[src/rtl/draw_ball_render.sv]
// Overlays a filled ball (or a ring when BALL_OUTLINE_EN is defined) on the VGA pixel stream.
// The centre is captured once per frame on the vblnk rising edge; all signals see a fixed 2-cycle pipeline.
module draw_ball_render #(
    parameter int          RADIUS     = 10,
    parameter logic [11:0] BALL_COLOR = 12'hFFF
) (
    input  logic        pclk,
    input  logic        reset,
    input  logic [11:0] x_pos,
    input  logic [11:0] y_pos,
    input  logic [10:0] hcount_in,
    input  logic [10:0] vcount_in,
    input  logic        hsync_in,
    input  logic        vsync_in,
    input  logic        hblnk_in,
    input  logic        vblnk_in,
    input  logic [11:0] rgb_in,
    output logic [10:0] hcount_out,
    output logic [10:0] vcount_out,
    output logic        hsync_out,
    output logic        vsync_out,
    output logic        hblnk_out,
    output logic        vblnk_out,
    output logic [11:0] rgb_out,
    output logic        frame_latched
);

    localparam logic [12:0] RAD13  = 13'(RADIUS);
    localparam logic [10:0] RAD_SQ = 11'(RADIUS * RADIUS);
`ifdef BALL_OUTLINE_EN
    localparam logic [10:0] INNER_SQ = 11'((RADIUS - 2) * (RADIUS - 2));
`endif

    logic        r_vblnkPrev;
    logic [11:0] r_cx;
    logic [11:0] r_cy;
    logic        r_posValid;
    logic        r_frameLatched;

    logic [4:0]  r_adx;
    logic [4:0]  r_ady;
    logic        r_inBox;
    logic [10:0] r_hcount1;
    logic [10:0] r_vcount1;
    logic        r_hsync1;
    logic        r_vsync1;
    logic        r_hblnk1;
    logic        r_vblnk1;
    logic [11:0] r_rgb1;

    logic               w_capture;
    logic signed [12:0] w_dx;
    logic signed [12:0] w_dy;
    logic [12:0]        w_absDx;
    logic [12:0]        w_absDy;
    logic               w_inBox;
    logic [10:0]        w_adx11;
    logic [10:0]        w_ady11;
    logic [10:0]        w_d2;
    logic               w_hit;

    assign w_capture = vblnk_in & ~r_vblnkPrev;

    // Zero-extending both operands keeps negative offsets negative so they can never wrap into a hit.
    assign w_dx    = $signed({2'b00, hcount_in}) - $signed({1'b0, r_cx});
    assign w_dy    = $signed({2'b00, vcount_in}) - $signed({1'b0, r_cy});
    assign w_absDx = w_dx[12] ? 13'(-w_dx) : 13'(w_dx);
    assign w_absDy = w_dy[12] ? 13'(-w_dy) : 13'(w_dy);
    assign w_inBox = r_posValid & ~hblnk_in & ~vblnk_in & (w_absDx <= RAD13) & (w_absDy <= RAD13);

    assign w_adx11 = {6'b0, r_adx};
    assign w_ady11 = {6'b0, r_ady};
    assign w_d2    = w_adx11 * w_adx11 + w_ady11 * w_ady11;
`ifdef BALL_OUTLINE_EN
    assign w_hit   = r_inBox & (w_d2 <= RAD_SQ) & (w_d2 > INNER_SQ);
`else
    assign w_hit   = r_inBox & (w_d2 <= RAD_SQ);
`endif

    // Centre latch: pixels on the capture edge still see the old centre.
    always_ff @(posedge pclk or negedge reset) begin
        if (!reset) begin
            r_vblnkPrev    <= 1'b0;
            r_cx           <= 12'd0;
            r_cy           <= 12'd0;
            r_posValid     <= 1'b0;
            r_frameLatched <= 1'b0;
        end else begin
            r_vblnkPrev    <= vblnk_in;
            r_frameLatched <= w_capture;
            if (w_capture) begin
                r_cx       <= x_pos;
                r_cy       <= y_pos;
                r_posValid <= 1'b1;
            end
        end
    end

    always_ff @(posedge pclk or negedge reset) begin
        if (!reset) begin
            r_adx     <= 5'd0;
            r_ady     <= 5'd0;
            r_inBox   <= 1'b0;
            r_hcount1 <= 11'd0;
            r_vcount1 <= 11'd0;
            r_hsync1  <= 1'b0;
            r_vsync1  <= 1'b0;
            r_hblnk1  <= 1'b0;
            r_vblnk1  <= 1'b0;
            r_rgb1    <= 12'd0;
        end else begin
            r_adx     <= w_inBox ? w_absDx[4:0] : 5'd0;
            r_ady     <= w_inBox ? w_absDy[4:0] : 5'd0;
            r_inBox   <= w_inBox;
            r_hcount1 <= hcount_in;
            r_vcount1 <= vcount_in;
            r_hsync1  <= hsync_in;
            r_vsync1  <= vsync_in;
            r_hblnk1  <= hblnk_in;
            r_vblnk1  <= vblnk_in;
            r_rgb1    <= rgb_in;
        end
    end

    always_ff @(posedge pclk or negedge reset) begin
        if (!reset) begin
            hcount_out <= 11'd0;
            vcount_out <= 11'd0;
            hsync_out  <= 1'b0;
            vsync_out  <= 1'b0;
            hblnk_out  <= 1'b0;
            vblnk_out  <= 1'b0;
            rgb_out    <= 12'd0;
        end else begin
            hcount_out <= r_hcount1;
            vcount_out <= r_vcount1;
            hsync_out  <= r_hsync1;
            vsync_out  <= r_vsync1;
            hblnk_out  <= r_hblnk1;
            vblnk_out  <= r_vblnk1;
            rgb_out    <= w_hit ? BALL_COLOR : r_rgb1;
        end
    end

    assign frame_latched = r_frameLatched;

endmodule

[config.mk]
export PLATFORM = sky130hd
export DESIGN_NAME = draw_ball_render
export DESIGN_NICKNAME = d
export VERILOG_FILES = /design/src/rtl/draw_ball_render.sv
export SDC_FILE = /design/constraint.sdc
export NUM_CORES = 1
export LEC_CHECK = 0
export CAP_MARGIN = 10
export CORE_MARGIN = 10
export CORE_UTILIZATION = 30
export CTS_BUF_LIST = sky130_fd_sc_hd__clkbuf_16
export DETAILED_ROUTE_END_ITERATION = 12
export GPL_TIMING_DRIVEN = 0
export SETUP_SLACK_MARGIN = 0.3
export SYNTH_ARGS = -nofsm -noshare
export SYNTH_HDL_FRONTEND = slang
export SYNTH_SLANG_ARGS = --single-unit
[constraint.sdc]
create_clock -name pclk -period 6.15 [get_ports pclk]
set_input_delay 1.5375 -clock pclk [delete_from_list [all_inputs] [get_ports pclk]]
set_output_delay 1.5375 -clock pclk [all_outputs]
set_load 0.02 [all_outputs]
After elaboration in Yosys (flattened, before gate mapping)
Cells that the tools add are included.
{ "op_classes": {"bitwise": 9, "muxes": 5, "multipliers": 2, "order_cmp": 3, "n_addsub": 5} }
{ "op_table": {"columns": ["operator", "n"], "rows": [
  ["13-bit by 4-bit less-or-equal comparator with 1-bit output (second input constant)", 2],
  ["13-bit two-way mux", 2],
  ["13-bit negation", 2],
  ["11-bit by 12-bit subtractor with 13-bit output", 2],
  ["5-bit by 5-bit multiplier with 10-bit output", 2],
  ["12-bit two-way mux", 1],
  ["10-bit by 10-bit adder with 11-bit output", 1],
  ["11-bit by 7-bit less-or-equal comparator with 1-bit output (second input constant)", 1],
  ["5-bit two-way mux", 2],
  ["1-bit AND", 6],
  ["1-bit inverter", 3]
]} }
{ "totals": {"in_bits": 64, "output_inout_bits": 39, "register_bits": 113, "wordCells": 45} }

Depth between registers and ports, before layout
Gate-level depths: netlist of run 1.
{ "logic_depth": {"ltp_word": 7, "ltp_mapped": 19, "mapped_depth_nobuf": 18} }

Worst setup path after synthesis of run 1
No wires, ideal clock.
{ "synth_timing": {"kind": "flip-flop to flip-flop", "from": "reg r_ady[0]", "to": "reg rgb_out[10]", "slack_ns": 1.477, "period_less_slack_ns": 4.673, "path_stages_with_launch": 19, "required_ns": 6.019, "setup_time_ns": 0.131, "n_path_buf": 1, "arrival_time_ns": 4.542, "path_cell_list": "dfrtp_1 > nand2_1 > inv_1 > fa_1 > inv_1 > fa_1 > fa_1 > inv_1 > fa_1 > fa_1 > ha_1 > a21oi_1 > o21bai_1 > a21o_1 > a21oi_1 > mux2i_1 > nand3_1 > clkbuf_1 > nand2b_1"} }
{ "synth_via": {"elab_chain_cells": 5} }
{ "synth_lines": {"columns": ["item", "line_no", "source"], "rows": [
  ["start: declaration", "41", "logic [4:0] r_ady;"],
  ["start signal: assignment", "113", "r_ady <= w_inBox ? w_absDy[4:0] : 5'd0;"],
  ["5-bit by 5-bit multiplier with 10-bit output", "73", "assign w_d2 = w_adx11 * w_adx11 + w_ady11 * w_ady11;"],
  ["10-bit by 10-bit adder with 11-bit output", "73", null],
  ["11-bit by 7-bit less-or-equal comparator with 1-bit output", "77", "assign w_hit = r_inBox & (w_d2 <= RAD_SQ);"],
  ["1-bit AND", "77", null],
  ["12-bit two-way mux", "141", "rgb_out <= w_hit ? BALL_COLOR : r_rgb1;"],
  ["end signal: assignment", "141", null],
  ["end: declaration", "24", "output logic [11:0] rgb_out,"]
]} }
Every way passes these cells.
A chain may end at the register's enable or synchronous reset.

Final worst setup path of run 1
{ "layout_timing": {"from": "in vcount_in[0]", "to": "reg r_ady[0]"} }
{ "layout_via": {"elab_chain_cells": 6} }
{ "layout_lines": {"columns": ["item", "line_no", "source"], "rows": [
  ["start: declaration", "12", "input logic [10:0] vcount_in,"],
  ["11-bit by 12-bit subtractor with 13-bit output (*)", "66", "assign w_dy = $signed({2'b00, vcount_in}) - $signed({1'b0, r_cy});"],
  ["13-bit negation", "68", "assign w_absDy = w_dy[12] ? 13'(-w_dy) : 13'(w_dy);"],
  ["13-bit two-way mux (*)", "68", null],
  ["13-bit by 4-bit less-or-equal comparator with 1-bit output", "69", "assign w_inBox = r_posValid & ~hblnk_in & ~vblnk_in & (w_absDx <= RAD13) & (w_absDy <= RAD13);"],
  ["1-bit AND", "69", null],
  ["5-bit two-way mux (*)", "113", null]
]} }
Every way passes the cells marked *; elsewhere a longest branch is shown, timed or not.

==> impl_metrics.env, run 1 <==
export IMPL_synth_area_leaders="dfrtp_1, ha_1, fa_1"
export IMPL_antenna_found_initial=0
export IMPL_fmax_mhz=195
export IMPL_arrival_ns=5.38
export IMPL_synth_simple_area_share=0.151
export IMPL_post_route_min_period_ns=5.14
export IMPL_die_w_um=166
export IMPL_portBuffers=102
export IMPL_nNetsFinal=858
export IMPL_layout_drive_gt1_share=0.0738
export IMPL_drt_total_wl_mm=14.4
export IMPL_fin_cells=1007
export IMPL_clock_latency_ns=0.42
export IMPL_crit_path_start="vcount_in[0]"
export IMPL_cp_required_ns=6.39
export IMPL_yosysSeqAreaShare=0.443
export IMPL_start_util=0.305
export IMPL_avgViaCountPerCell=4.58
export IMPL_timing_slew_headroom=0.271
export IMPL_num_rows=53
export IMPL_status="finished clean"
export IMPL_timing_rr_start="r_ady[3]$_DFF_PN0_"
export IMPL_clock_sinks=113
export IMPL_synth_ff_type="dfrtp_1"
export IMPL_ys_async_sr_fraction=1.00
export IMPL_holdBufCountCts=0
export IMPL_cts_buffers=17
export IMPL_dieArea_um2=27500
export IMPL_cts_root_buf="clkbuf_16"
export IMPL_placed_cell_area_um2=7780
export IMPL_drtIter0Drc=194
export IMPL_hold_path_class="reg -> reg"
export IMPL_htree_levels=4
export IMPL_synth_cell_types=70
export IMPL_critPathKind="in -> reg"
export IMPL_final_area_um2=8310
export IMPL_end_kind="register"
export IMPL_finalMaxSlewViolations=0
export IMPL_cap_violations=0
export IMPL_clock_skew_ns=0.00876
export IMPL_clockBufferDepth=2
export IMPL_wl_met3_um=586
export IMPL_finalWorstSetupSlack_ns=1.01
export IMPL_drtPass1Iterations=4
export IMPL_die_h_um=166
export IMPL_syn_cell_area_um2=6380
export IMPL_vias=4612
export IMPL_grt_setup_unrepaired="false"
export IMPL_synth_top_family_by_area="adder cells"
export IMPL_most_common_layout_cells="dfrtp_1, clkdlybuf4s50_1, inv_1"
export IMPL_worst_ir_drop_vdd_mv=0.194
export IMPL_synthMuxAreaShare=0.0135
export IMPL_grt_pass1_vias=4806
export IMPL_fin_worst_hold_slack_ns=0.340
export IMPL_drtAntennaViolNets=0
export IMPL_routed_wl_met2_mm=7.17
export IMPL_routed_top_layer="met4"
export IMPL_fin_crit_sh=0.835
export IMPL_worstSetupStartpointType="input pin"
export IMPL_synth_edff_count=0
export IMPL_wl_met1_mm=6.49
export IMPL_grt_overflow_total=0
export IMPL_yosys_area_share_xor_xnor=0.0343
export IMPL_hold_viol=0
export IMPL_syn_inst=598
export IMPL_cts_setup_buffers=0
export IMPL_diodes=0
export IMPL_layout_commonest_cell="dfrtp_1"
export IMPL_grtUsageTotal=0.107
export IMPL_path_clk_slew_ns=0.05
export IMPL_io_pins=103
export IMPL_setup_viol=0
export IMPL_synth_top_area_cell="dfrtp_1"
export IMPL_tritoncts="built"
export IMPL_grt_pass1_wl_mm=24.2
export IMPL_p_per_area_nw_per_um2=278
export IMPL_post_place_ws_ns=0.579
export IMPL_area_delta_synth_final_pct=30.2
export IMPL_crit_path_max_fanout=9
export IMPL_grt_max_degree=87
export IMPL_hp_start="r_hcount1[8]$_DFF_PN0_"
export IMPL_synth_adder_area_share=0.170
export IMPL_cts_resized=0
export IMPL_synth_seq_cells=113
export IMPL_worst_slew_pin_slew_ns=1.09
export IMPL_synth_top_cell_area_share=0.443
export IMPL_wl_per_cell_um=14.3
export IMPL_p_leak_nw=3.78
export IMPL_hpwl_mm=11.2
export IMPL_place_gp_congestion=0.810
export IMPL_core_region_area_um2=21000
export IMPL_total_power_mw=2.31
export IMPL_syn_area_per_cell_um2=10.7
export IMPL_dp_cells=977
export IMPL_yosysWarningCount=0
export IMPL_drc=0
export IMPL_synth_compound_area_share=0.144
-- final timing paths --
check	end	slack [ns]	cells after the start
max	r_ady[0]$_DFF_PN0_	1.01	13
min	hcount_out[8]$_DFF_PN0_	0.34	0
max reg2reg	rgb_out[8]$_DFF_PN0_	1.13	18
min reg2reg	hcount_out[8]$_DFF_PN0_	0.34	0
max in group asynchronous	rgb_out[0]$_DFF_PN0_	4.43	2
min in group asynchronous	r_vsync1$_DFF_PN0_	0.99	1
-- kinds of logic after synthesis --
group	count (synthesis)
compound gates	129
xor+xnor	25
fa+ha+maj	73
buf+inv	72
flops	113
mux	8
other cells	1
simple gates	177
-- routing by layer --
layer | GRT usage | vias up
li1 | - | 2325
met1 | 0.128 | 2206
met2 | 0.179 | 70
met3 | 0.0319 | 11
met4 | 0.0385 | 0
met5 | 0 | -
-- Yosys cell counts (all sizes together), types with 2 or more instances --
cell type,count
o32ai,2
nor4b,3
mux2i,3
and3,5
a2111oi,2
nand2b,16
o21bai,5
clkbuf,9
nand4,3
inv,60
a221oi,2
xnor2,15
o22a,3
o211ai,5
o21ai,35
a2111o,2
and2,15
fa,23
buf,3
nor2b,13
ha,50
nor3,19
nor2,29
nor4,2
o311a,2
o221ai,2
xor2,10
nand3,9
o22ai,3
dfrtp,113
or3,4
mux2,5
a21oi,25
o211a,2
o2111ai,7
o21a,2
a211oi,9
a211o,3
or2,6
nor3b,4
nand2,45
a21o,8
-- sequential cells by signal, indices dropped and copies added, names as in the netlist, 11 cells and up --
signal	flops
r_cx	12
r_cy	12
r_rgb1	12
rgb_out	12
hcount_out	11
r_hcount1	11
r_vcount1	11
vcount_out	11
-- metrics by stage --
stage | setup TNS, ns | utilization
finish | 0 | 0.397
CTS | 0 | 0.397
global placement | -107.69 | 0.370
global route | 0 | 0.397
detailed placement | 0 | 0.371
floorplan | 0 | -
-- critical path: stages --
cell and delay (ns):
clkdlybuf4s50_1 0.44, inv_1 0.09, ha_1 0.16, inv_1 0.05, fa_1 0.41, a211oi_2 0.42
o2111ai_1 0.26, a211oi_1 0.40, nand2_1 0.10, nor4b_1 0.42, xor2_1 0.13, a31oi_1 0.84
nor3_1 0.11
-- where the power goes --
part	switching (mW)	total (mW)	internal, mW
Clock	0.321	0.896	0.575
Combinational	0.348	0.612	0.264
Sequential	0.0150	0.806	0.791
Total	0.684	2.31	1.63
-- layout make-up --
class / instances / area (µm²)
multi-input cells: 414 / 3280
well taps: 275 / 344
clock buffers: 17 / 425
inverters: 60 / 225
clock inverters: 13 / 105
flip-flops and latches: 113 / 2830
plain buffers: 12 / 53.8
repair buffers: 103 / 1050
fillers: 2092 / 12600
No activity file was read; power rests on OpenSTA's default activity.
==> inputs of run 2 (changes only) <==
- clock period: 6.15 -> 4.4 ns (I/O delays scaled with it)
==> run 2 against run 1 <==
The flow now finishes with violations (setup timing). First-iteration DRC count is 17% higher. Clock power is 52% higher. Largest power group unchanged. Die area unchanged.
==> impl_metrics.env, run 2 (synthesis results as in run 1) <==
export IMPL_clockBufferDepth=2
export IMPL_hpwl_mm=11.3
export IMPL_worst_ir_drop_vdd_mv=0.229
export IMPL_cts_buffers=17
export IMPL_setup_viol=12
export IMPL_worstSetupStartpointType="register"
export IMPL_hold_viol=0
export IMPL_setup_tns_ns=-1.35
export IMPL_path_clk_slew_ns=0.05
export IMPL_status="finished with violations"
export IMPL_drt_total_wl_mm=15.6
export IMPL_grtUsageTotal=0.112
export IMPL_netSwitchingPower_mw=1.08
export IMPL_pwr_share_seq=0.320
export IMPL_p_per_area_nw_per_um2=393
export IMPL_most_common_layout_cells="dfrtp_1, clkdlybuf4s50_1, inv_1"
export IMPL_r2r_end="rgb_out[8]$_DFF_PN0_"
export IMPL_portBuffers=102
export IMPL_p_int_mw=2.45
export IMPL_die_w_um=166
export IMPL_grt_overflow_total=0
export IMPL_cp_endpoint="rgb_out[8]$_DFF_PN0_"
export IMPL_drtPass1Iterations=4
export IMPL_drtAntennaViolNets=0
export IMPL_io_pins=103
export IMPL_avgViaCountPerCell=4.65
export IMPL_cts_root_buf="clkbuf_16"
export IMPL_cp_required_ns=4.75
export IMPL_tritoncts="built"
export IMPL_fin_worst_hold_slack_ns=0.343
export IMPL_fmax_mhz=221
export IMPL_reg2reg_depth=18
export IMPL_comb_power_share=0.296
export IMPL_clock_latency_ns=0.41
export IMPL_drc=0
export IMPL_drtIter0Drc=227
export IMPL_timing_slew_headroom=0.476
export IMPL_timing_rr_start="r_ady[3]$_DFF_PN0_"
export IMPL_r2r_slack_ns=-0.12
export IMPL_finalMaxSlewViolations=0
export IMPL_place_gp_congestion=0.829
export IMPL_die_h_um=166
export IMPL_clock_sinks=113
export IMPL_post_route_min_period_ns=4.52
export IMPL_swShare=0.305
export IMPL_htree_levels=4
export IMPL_num_rows=53
export IMPL_end_kind="register"
export IMPL_post_route_util=0.428
export IMPL_wl_per_cell_um=15.0
export IMPL_diodes=0
export IMPL_grt_max_degree=76
export IMPL_arrival_ns=4.87
export IMPL_finalWorstSetupSlack_ns=-0.122
export IMPL_holdBufCountCts=0
export IMPL_hold_path_class="reg -> reg"
export IMPL_layout_commonest_cell="dfrtp_1"
export IMPL_crit_path_start="r_ady[3]$_DFF_PN0_"
export IMPL_vias=4817
export IMPL_crit_path_max_fanout=6
export IMPL_nNetsFinal=885
export IMPL_p_clk_frac=0.385
export IMPL_area_delta_synth_final_pct=40.6
export IMPL_critPathKind="reg -> reg"
export IMPL_fin_crit_sh=1.03
export IMPL_worst_slew_pin_slew_ns=0.786
export IMPL_grt_pass1_vias=4932
export IMPL_start_util=0.305
export IMPL_clock_skew_ns=0.0155
export IMPL_grt_setup_unrepaired="true"
export IMPL_cap_violations=0
export IMPL_core_region_area_um2=21000
export IMPL_violations="setup timing"
export IMPL_dieArea_um2=27500
export IMPL_layout_drive_gt1_share=0.201
export IMPL_antenna_found_initial=0
export IMPL_p_leak_nw=3.99
export IMPL_grt_pass1_wl_mm=25.4
==> run 2: power by group through the flow <==
stage | clock network [mW] | logic [mW] | registers (mW)
2_1_floorplan | 0 | 0.586 | 1.17
3_3_place_gp | 0 | 0.858 | 1.14
3_5_place_dp | 0 | 0.868 | 1.15
4_1_cts | 1.40 | 0.968 | 1.13
5_1_grt | 1.44 | 1.15 | 1.13
6_report | 1.36 | 1.04 | 1.13
==> run 2: metal layers <==
metal,GRT usage,vias to the layer above,part of all wire
met4,0.0370,0,0.013
met1,0.131,2355,0.44
li1,-,2372,-
met5,0,-,0
met2,0.192,76,0.51
met3,0.0324,14,0.042
==> run 2: area by class of cell <==
cell class,instances,area (µm²)
clock buffer,17,425
multi-input combinational,414,3650
tap,275,344
fill,2056,12000
sequential,113,2830
inverter,60,238
clock inverter,14,150
buffer,12,68.8
timing repair buffer,130,1270
==> run 2: what timing repair did <==
action	4_1_cts	5_1_grt
pin swaps	22	27
setup endpoints to repair	21	21
cloned	2	0
buffers inserted	15	10
gates resized for setup	53	45
==> run 2: worst min-delay path by stage <==
stage	cells past startpoint	end	start
3_3_place_gp	0	vcount_out[1]$_DFF_PN0_	r_vcount1[1]$_DFF_PN0_
5_1_grt	0	vcount_out[9]$_DFF_PN0_	r_vcount1[9]$_DFF_PN0_
4_1_cts	0	hcount_out[2]$_DFF_PN0_	r_hcount1[2]$_DFF_PN0_
6_report	0	hcount_out[0]$_DFF_PN0_	r_hcount1[0]$_DFF_PN0_
3_5_place_dp	0	hblnk_out$_DFF_PN0_	r_hblnk1$_DFF_PN0_
2_1_floorplan	0	hblnk_out$_DFF_PN0_	r_hblnk1$_DFF_PN0_
==> run 2: critical path: stages (launching register included) <==
cell      delay (ns)
dfrtp_2         0.44
nand2_2         0.11
inv_2           0.04
fa_1            0.47
inv_1           0.05
fa_1            0.46
fa_1            0.50
inv_1           0.05
fa_1            0.46
fa_1            0.54
ha_4            0.22
a21oi_2         0.11
o21bai_1        0.09
a21o_1          0.17
a21oi_2         0.12
mux2i_1         0.24
nand3_2         0.14
clkbuf_8        0.18
nand2b_1        0.07
==> run 2: through the flow <==
step	total power [mW]	cells	worst slack [ns]	cell area (µm²)
6_report	3.53	1035	-0.122	8970
5_1_grt	3.72	1035	-0.362	8970
4_1_cts	3.49	1025	-0.172	8720
3_5_place_dp	2.01	977	-0.765	7850
3_3_place_gp	2.00	976	-2.31	7830
2_1_floorplan	1.75	599	0.115	6460
